--- src/rtl/cmu_pkg.sv ---
// Shared types and helpers for the CMU covariance-diagonal adder sequencer.
package cmu_pkg;

  localparam int unsigned DBL_W        = 64;
  localparam int unsigned DBL_SIGN_BIT = DBL_W - 1;

  typedef enum logic [1:0] {S_IDLE, S_ISSUE, S_WAIT, S_DONE} seq_st_e;

  function automatic int unsigned clog2_min1(input int unsigned n);
    return (n <= 1) ? 1 : $clog2(n);
  endfunction

  // Double add, round-to-nearest-even, subnormals flushed to zero, no NaN/Inf inputs.
  function automatic logic [DBL_W-1:0] fp64_add(input logic [DBL_W-1:0] a,
                                                input logic [DBL_W-1:0] b);
    logic [DBL_W-1:0]  x, y;
    logic [55:0]       mx, my, ms;
    logic [56:0]       s;
    logic [10:0]       d;
    logic [53:0]       m;
    logic              rnd;
    logic signed [12:0] e;
    if (a[62:52] == 11'd0) return b;
    if (b[62:52] == 11'd0) return a;
    if (a[62:0] >= b[62:0]) begin
      x = a; y = b;
    end else begin
      x = b; y = a;
    end
    mx = {1'b1, x[51:0], 3'b000};
    my = {1'b1, y[51:0], 3'b000};
    d  = x[62:52] - y[62:52];
    if (d >= 11'd56) begin
      ms = 56'd1;
    end else begin
      ms    = my >> d;
      ms[0] = ms[0] | (|(my & ((56'd1 << d) - 56'd1)));
    end
    s = (x[DBL_SIGN_BIT] == y[DBL_SIGN_BIT]) ? ({1'b0, mx} + {1'b0, ms})
                                             : ({1'b0, mx} - {1'b0, ms});
    e = $signed({2'b00, x[62:52]});
    if (s == 57'd0) return '0;
    if (s[56]) begin
      s = {1'b0, s[56:1]} | {56'd0, s[0]};
      e = e + 13'sd1;
    end else begin
      for (int i = 0; i < 55; i++) begin
        if (!s[55]) begin
          s = s << 1;
          e = e - 13'sd1;
        end
      end
    end
    if (e <= 13'sd0) return {x[DBL_SIGN_BIT], 63'd0};
    if (e >= 13'sd2047) return {x[DBL_SIGN_BIT], 11'h7ff, 52'd0};
    rnd = s[2] & (s[1] | s[0] | s[3]);
    m   = {1'b0, s[55:3]} + {53'd0, rnd};
    // Hidden bit and rounding carry both ripple into the exponent field.
    return {x[DBL_SIGN_BIT], {e[10:0] - 11'd1, 52'd0} + {9'd0, m}};
  endfunction

endpackage

--- src/rtl/fp_adder.sv ---
// Multi-cycle double-precision adder with go/finish handshake and configurable
// post-reset / post-finish busy window.
module fp_adder
  import cmu_pkg::*;
#(
  parameter int unsigned LATENCY = 3,
  parameter int unsigned STALL   = 0
) (
  input  logic             clk,
  input  logic             rst_n,
  input  logic             valid,
  output logic             ready,
  output logic             finish,
  input  logic [DBL_W-1:0] a,
  input  logic [DBL_W-1:0] b,
  output logic [DBL_W-1:0] result
);

  localparam int unsigned CNT_W = clog2_min1(STALL + 1);

  logic               rst_sync_q;
  logic               busy_q;
  logic [CNT_W-1:0]   stall_q;
  logic [LATENCY-1:0] pipe_q;
  logic [DBL_W-1:0]   res_q;
  logic               fire;

  assign ready  = rst_sync_q && !busy_q && (stall_q == '0);
  assign fire   = valid && ready;
  assign finish = pipe_q[LATENCY-1];
  assign result = res_q;

  always_ff @(posedge clk or negedge rst_n) begin
    if (!rst_n) rst_sync_q <= 1'b0;
    else        rst_sync_q <= 1'b1;
  end

  always_ff @(posedge clk or negedge rst_n) begin
    if (!rst_n) begin
      busy_q  <= 1'b0;
      stall_q <= CNT_W'(STALL);
      pipe_q  <= '0;
      res_q   <= '0;
    end else if (!rst_sync_q) begin
      busy_q  <= 1'b0;
      stall_q <= CNT_W'(STALL);
      pipe_q  <= '0;
    end else begin
      pipe_q <= LATENCY'({pipe_q, fire});
      if (fire) begin
        busy_q <= 1'b1;
        res_q  <= fp64_add(a, b);
      end
      if (finish) begin
        busy_q  <= 1'b0;
        stall_q <= CNT_W'(STALL);
      end else if (stall_q != '0) begin
        stall_q <= stall_q - CNT_W'(1);
      end
    end
  end

endmodule

--- src/rtl/cmu_diag_add_seq.sv ---
// P-prior diagonal: r[i] = theta[i] +/- q[i] for N_CH doubles through one shared fp_adder.
module cmu_diag_add_seq
  import cmu_pkg::*;
#(
  parameter int unsigned DBL_WIDTH = 64,
  parameter int unsigned N_CH      = 4,
  parameter int unsigned ADD_LAT   = 3,
  parameter int unsigned ADD_STALL = 0
) (
  input  logic                      clk,
  input  logic                      rst,
  input  logic                      in_valid,
  output logic                      in_ready,
  input  logic                      sub,
  input  logic [N_CH*DBL_WIDTH-1:0] theta,
  input  logic [N_CH*DBL_WIDTH-1:0] q,
  output logic                      out_valid,
  input  logic                      out_ready,
  output logic [N_CH*DBL_WIDTH-1:0] result,
  output logic                      busy
);

  localparam int unsigned IDX_W  = clog2_min1(N_CH);
  localparam int unsigned N_SLOT = 1 << IDX_W;

  seq_st_e                          state_q;
  logic [IDX_W-1:0]                 idx_q;
  logic                             add_go_q;
  logic                             out_valid_q;
  logic                             in_ready_q;
  logic                             busy_q;
  logic                             sub_q;
  logic [N_SLOT-1:0][DBL_WIDTH-1:0] theta_q;
  logic [N_SLOT-1:0][DBL_WIDTH-1:0] q_q;
  logic [N_SLOT-1:0][DBL_WIDTH-1:0] res_q;

  logic                 add_ready;
  logic                 add_finish;
  logic [DBL_WIDTH-1:0] add_a;
  logic [DBL_WIDTH-1:0] add_b;
  logic [DBL_WIDTH-1:0] add_res;

  // Subtraction is a sign flip on the q operand.
  always_comb begin
    add_a                = theta_q[idx_q];
    add_b                = q_q[idx_q];
    add_b[DBL_WIDTH-1]   = q_q[idx_q][DBL_WIDTH-1] ^ sub_q;
  end

  fp_adder #(
    .LATENCY (ADD_LAT),
    .STALL   (ADD_STALL)
  ) u_add0 (
    .clk    (clk),
    .rst_n  (~rst),
    .valid  (add_go_q),
    .ready  (add_ready),
    .finish (add_finish),
    .a      (add_a),
    .b      (add_b),
    .result (add_res)
  );

  // Issue holds one extra cycle while go is high so go never overlaps S_WAIT.
  always_ff @(posedge clk) begin
    if (rst) begin
      state_q     <= S_IDLE;
      idx_q       <= '0;
      add_go_q    <= 1'b0;
      out_valid_q <= 1'b0;
      in_ready_q  <= 1'b1;
      busy_q      <= 1'b0;
      res_q       <= '0;
    end else begin
      add_go_q <= 1'b0;
      case (state_q)
        S_IDLE: begin
          if (in_valid && in_ready_q) begin
            theta_q[N_CH-1:0] <= theta;
            q_q[N_CH-1:0]     <= q;
            sub_q             <= sub;
            in_ready_q        <= 1'b0;
            busy_q            <= 1'b1;
            state_q           <= S_ISSUE;
          end
        end
        S_ISSUE: begin
          if (add_go_q)       state_q  <= S_WAIT;
          else if (add_ready) add_go_q <= 1'b1;
        end
        S_WAIT: begin
          if (add_finish) begin
            res_q[idx_q] <= add_res;
            if (idx_q == IDX_W'(N_CH - 1)) begin
              out_valid_q <= 1'b1;
              state_q     <= S_DONE;
            end else begin
              idx_q   <= idx_q + IDX_W'(1);
              state_q <= S_ISSUE;
            end
          end
        end
        S_DONE: begin
          if (out_ready) begin
            out_valid_q <= 1'b0;
            idx_q       <= '0;
            in_ready_q  <= 1'b1;
            busy_q      <= 1'b0;
            state_q     <= S_IDLE;
          end
        end
        default: state_q <= S_IDLE;
      endcase
    end
  end

  assign in_ready  = in_ready_q;
  assign out_valid = out_valid_q;
  assign busy      = busy_q;
  assign result    = res_q[N_CH-1:0];

endmodule

--- config.mk ---
export PLATFORM = sky130hd
export DESIGN_NAME = cmu_diag_add_seq
export DESIGN_NICKNAME = d
export VERILOG_FILES = /design/src/rtl/cmu_pkg.sv /design/src/rtl/fp_adder.sv /design/src/rtl/cmu_diag_add_seq.sv
export SDC_FILE = /design/constraint.sdc
export NUM_CORES = 2
export LEC_CHECK = 0
export CELL_PAD_IN_SITES_DETAIL_PLACEMENT = 2
export CELL_PAD_IN_SITES_GLOBAL_PLACEMENT = 2
export CORE_AREA = 10 10 493 592
export CTS_CLUSTER_SIZE = 25
export DETAILED_ROUTE_END_ITERATION = 8
export DIE_AREA = 0 0 503 602
export PLACE_DENSITY = 0.89
export SLEW_MARGIN = 20
export SYNTH_ARGS = -nofsm -noshare
export SYNTH_HDL_FRONTEND = slang
export SYNTH_SLANG_ARGS = --single-unit
--- constraint.sdc ---
create_clock -name clk -period 50.2 [get_ports clk]
set_input_delay 10.04 -clock clk [delete_from_list [all_inputs] [get_ports clk]]
set_output_delay 10.04 -clock clk [all_outputs]
set_load 0.005 [all_outputs]
==> results of run 1 <==
routing by layer:
metal  GRT overflow  GRT usage
met5              0      0.330
met4             97      0.523
met3             18      0.446
met2            117      0.696
met1             10      0.555
through the flow:
step | hold WS, ps | instance area (um^2) | setup WS, ps
CTS | 458 | 104000 | 2870
floorplan | 434 | 89100 | 10510
global placement | 436 | 101000 | 5770
detailed placement | 451 | 101000 | 4240
cells by family after synthesis:
logic type	count (synthesis)	share of synthesized area
DFF	846	0.251
buffers and inverters	1028	0.0469
other	1	0.0000421
and+or+nand+nor	4552	0.248
xor gates and xnor gates	572	0.0743
AOI/OAI and AO/OA	3720	0.276
muxes	433	0.0693
adders and majority gates	244	0.0340
==> qor.csv, run 1 <==
stage;metric;value;unit
cts;Post-CTS Setup Repair Bufs;0;
sta;Worst End Pin Type;sequential cell input;
die;initial core utilization;0.319;
logic_synthesis;Syn Area/Cell;7.82;um^2
status;status;aborted with a tool error;
logic_synthesis;top cells by area, synth;edfxtp_1 17%, a21oi_1 6.5%, nand2_1 6.5%, dfxtp_1 5.9%, nor2_1 4.1%;
grt;GRT overflow;242;
logic_synthesis;Mapped Cells;11400;
cts;TritonCTS Buffers;81;
logic_synthesis;count of state elements after synthesis;846;
status;Error;[ERROR GRT-0232] Routing congestion too high. Check the congestion heatmap in the GUI.;
cts;post-cts resize count;0;
place;Buffers on Ports;775;
logic_synthesis;cell with the most instances after synthesis;nand2_1;
logic_synthesis;Top FF cell, synth;edfxtp_1;
cts;hold_buf cts;0;
grt;Tot GR Track Use;0.561;
status;Stopped at;global routing;
die;Die Ht;602;um
die;num ports;776;
logic_synthesis;largest area contributor in the netlist;edfxtp_1;
logic_synthesis;Yosys warning count;0;
die;row cnt;213;
logic_synthesis;Seq/Total Area, Yosys;0.251;
die;Die X;503;um
grt;largest net degree at the start of global routing;97;
place;hpwl dp;460000;um
grt;initial antenna violation count;168;
cts;CTS root buf;clkbuf_16;
cts;clock sinks;846;
logic_synthesis;Synth async-reset ratio;0.0816;
cts;CTS Buffer Depth;3;
logic_synthesis;Post-Syn Nets;12100;
logic_synthesis;Synth Cell Area;89100;um^2
logic_synthesis;Post-synth EDFFs;513;
place;placed cell count;15400;
logic_synthesis;Commonest cells post-synth;1533 x nand2_1, 1152 x a21oi_1, 968 x nor2_1;
cts;CTS H-tree lvls;3;
logic_synthesis;Netlist cell types;155;
place;RD Place Congestion;1.04;
sta;worst endpoint after global-route timing repair;u_add0.result[44]$_DFFE_PP0P_/D;
logic_synthesis;Yosys top cell area share;0.173;
==> run 2: changes to the inputs <==
==> config.mk (replaced) <==
export PLATFORM = sky130hd
export DESIGN_NAME = cmu_diag_add_seq
export DESIGN_NICKNAME = d
export VERILOG_FILES = /design/src/rtl/cmu_pkg.sv /design/src/rtl/fp_adder.sv /design/src/rtl/cmu_diag_add_seq.sv
export SDC_FILE = /design/constraint.sdc
export NUM_CORES = 2
export LEC_CHECK = 0
export CORE_AREA = 10 10 557 559
export DETAILED_ROUTE_END_ITERATION = 8
export DIE_AREA = 0 0 567 569
export PLACE_DENSITY_LB_ADDON = 0.15
export SLEW_MARGIN = 20
export SYNTH_ARGS = -nofsm -noshare
export SYNTH_HDL_FRONTEND = slang
export SYNTH_SLANG_ARGS = --single-unit
==> constraint.sdc (replaced) <==
create_clock -name clk -period 65.3 [get_ports clk]
set_input_delay 13.06 -clock clk [delete_from_list [all_inputs] [get_ports clk]]
set_output_delay 13.06 -clock clk [all_outputs]
set_load 0.005 [all_outputs]
==> run 2 against run 1 <==
Against the previous run: the run now ends clean; synthesized cell count stayed put; area after synthesis stayed put.
==> qor.csv, run 2 <==
stage;metric;value;unit
status;status;finished, final reports clean;
hold_path;Worst Hold Class;reg2reg;
grt;GRT overflow;0;
logic_synthesis;Mapped Cells;11400;
logic_synthesis;Synth async-reset ratio;0.0816;
layout;P&R area growth vs syn;18.0;%
sta;final slew viol count;0;
layout;most common cell after layout, fill and taps aside;nand2_1;
cts;CTS root buf;clkbuf_16;
worst_setup_path;critical path class;reg2reg;
sta;Final Hold Violating Endpoints;0;
worst_setup_path;r2r setup slk;18320;ps
logic_synthesis;Yosys top cell area share;0.173;
pwr;PwrDens;27.9;nW/um^2
logic_synthesis;Synth Cell Area;89100;um^2
cts;Post-CTS Setup Repair Bufs;0;
layout;area occupied by registers;22400;um^2
cts;post-cts resize count;0;
detailed_routing;First-pass DRT Iterations;6;
detailed_routing;met3 WL post-DR;41300;um
cts;Reg clk slew, reported paths;60;ps
cts;CTS H-tree lvls;3;
cts;clock sinks;846;
die;Core Footprint;299000;um^2
logic_synthesis;Syn Area/Cell;7.82;um^2
place;setup slack at placement;19100;ps
pwr;clock share of power;0.187;
worst_setup_path;CP endpoint kind;register;
cts;TritonCTS Buffers;88;
place;Placed Area;102000;um^2
worst_setup_path;CP required;65920;ps
sta;Final Setup Violations;0;
sta;unrepaired setup endpoints after global routing;no;
cts;CTS Buffer Depth;3;
logic_synthesis;Seq/Total Area, Yosys;0.251;
die;initial core utilization;0.298;
die;Die Ht;569;um
pwr;Power Internal;1.46;mW
logic_synthesis;largest area contributor in the netlist;edfxtp_1;
detailed_routing;DR WL/cell;34.2;um
sta;fmax;21.3;MHz
detailed_routing;antenna-violating nets left;0;
pwr;switching share of power;0.502;
die;row cnt;201;
layout;Final nets;12600;
job;total of max-cap violations;0;
sta;final period utilization;0.719;
die;num ports;776;
grt;largest net degree at the start of global routing;185;
place;RD Place Congestion;1.08;
detailed_routing;Top Metal Used;met5;
pwr;total power;2.93;mW
sta;Min Clock Period, post-route;46980;ps
cts;CTS tree;done;
layout;most frequent cells in the layout;1525 x nand2_1, 1147 x a21oi_1, 957 x nor2_1;
logic_synthesis;Yosys warning count;0;
grt;Tot GR Track Use;0.318;
layout;layout filler cell count;31400;
sta;relative slew slack;0.127;
detailed_routing;Detailed Route Iter0 Violations;11200;
detailed_routing;vias;99900;
cts;hold_buf cts;0;
detailed_routing;sum of routed wire segments on met1;213000;um
grt;initial antenna violation count;65;
worst_setup_path;most used cell, CP;ha_1;
layout;Post-Layout Inst Area;105000;um^2
sta;clock skew;75.4;ps
worst_setup_path;CP max stage cell;a31oi_1;
layout;layout cells sized above 1;0.100;
logic_synthesis;Post-Syn Nets;12100;
die;Die X;567;um
worst_setup_path;crit-path max FO;51;
sta;TNS Setup;0;ps
worst_setup_path;CP max stage delay;940;ps
die;Die ar.;323000;um^2
logic_synthesis;count of state elements after synthesis;846;
grt;vias in the first global route;95600;
sta;pin slew with the least headroom to its limit;1280;ps
pwr;logic gate share of total power;0.582;
logic_synthesis;Netlist cell types;155;
layout;area occupied by multi-input gates;63000;um^2
pwr;Switch Pwr;1.47;mW
logic_synthesis;Commonest cells post-synth;1533 x nand2_1, 1152 x a21oi_1, 968 x nor2_1;
logic_synthesis;Top FF cell, synth;edfxtp_1;
grt;first-pass GRT wire length;758000;um
logic_synthesis;Post-synth EDFFs;513;
logic_synthesis;top cells by area, synth;edfxtp_1 17%, a21oi_1 6.5%, nand2_1 6.5%, dfxtp_1 5.9%, nor2_1 4.1%;
detailed_routing;DRC violation count after routing;0;
detailed_routing;vias per cell;6.26;
pwr;peak supply drop;0.0000230;V
pwr;Leakage;36.5;nW
detailed_routing;final wirelength;546000;um
pwr;Reg power frac;0.232;
worst_setup_path;Worst EP arrival;47590;ps
cts;worst skew pair latency;730;ps
place;Buffers on Ports;775;
detailed_routing;met2 wire len;248000;um
place;hpwl dp;437000;um
worst_setup_path;Worst setup SP type;register;
logic_synthesis;cell with the most instances after synthesis;nand2_1;
sta;Final WS setup;18320;ps
-- run 2: layout make-up --
class / count / area share
Multi-Input combinational cell: 9522 / 0.599
Sequential cell: 846 / 0.213
Timing Repair Buffer: 1129 / 0.0994
Tap cell: 3958 / 0.0471
Clock buffer: 115 / 0.0235
Inverter: 296 / 0.0106
Clock inverter: 49 / 0.00607
Antenna cell: 33 / 0.000785
-- run 2: logic make-up (layout without fill, tap and decap cells) --
kind of cell | after synthesis | count (layout) | synth area share
AOI/OAI and AO/OA | 3720 | 3720 | 0.276
xor gates and xnor gates | 572 | 572 | 0.0743
adders and majority gates | 244 | 244 | 0.0340
buffers and inverters | 1028 | 1589 | 0.0469
DFF | 846 | 846 | 0.251
muxes | 433 | 433 | 0.0693
other | 1 | 34 | 0.0000421
and+or+nand+nor | 4552 | 4552 | 0.248
-- run 2: worst paths after layout --
check,cells past startpoint,endpoint,from
max in group asynchronous,3,u_add0.result[49],rst
hold reg to reg,2,result[77],result[77]
setup reg to reg,185,u_add0.result[51],idx_q[0]
hold / removal,2,result[77],result[77]
min in group asynchronous,3,u_add0.busy_q,rst
setup / recovery,185,u_add0.result[51],idx_q[0]
-- run 2: critical path: cells and delay by family, from the launching register on --
| kind | cells | cell delay (ps) |
|---|---|---|
| flops | 1 | 900 |
| buf+inv | 9 | 3380 |
| xor+xnor | 6 | 1630 |
| fa+ha+maj | 42 | 12240 |
| simple gates | 72 | 13190 |
| mux | 15 | 3450 |
| compound gates | 41 | 11720 |
-- run 2: stage by stage --
step | instances | util | hold slack, ps
2_1_floorplan | 11400 | - | 434
3_3_place_gp | 15700 | 0.341 | 435
3_5_place_dp | 15800 | 0.341 | 446
4_1_cts | 15900 | 0.352 | 454
5_1_grt | 15900 | 0.352 | 470
6_report | 15900 | 0.352 | 455
-- run 2: metal layers --
layer	up-vias	global-route usage
met5	-	0.000294
met3	1250	0.0619
met2	5301	0.518
met1	49400	0.386
met4	52	0.203
li1	43800	-
-- run 2: power by group through the flow --
| stage | clock network [mW] | registers, mW | logic [mW] |
|---|---|---|---|
| final | 0.547 | 0.680 | 1.70 |
| after global routing | 0.576 | 0.680 | 1.79 |
| after CTS | 0.556 | 0.681 | 1.65 |
| after detailed placement | 0 | 0.692 | 1.64 |
| after global placement | 0 | 0.692 | 1.64 |
| after floorplan | 0 | 0.663 | 1.04 |
No activity file was read; power rests on OpenSTA's default activity.
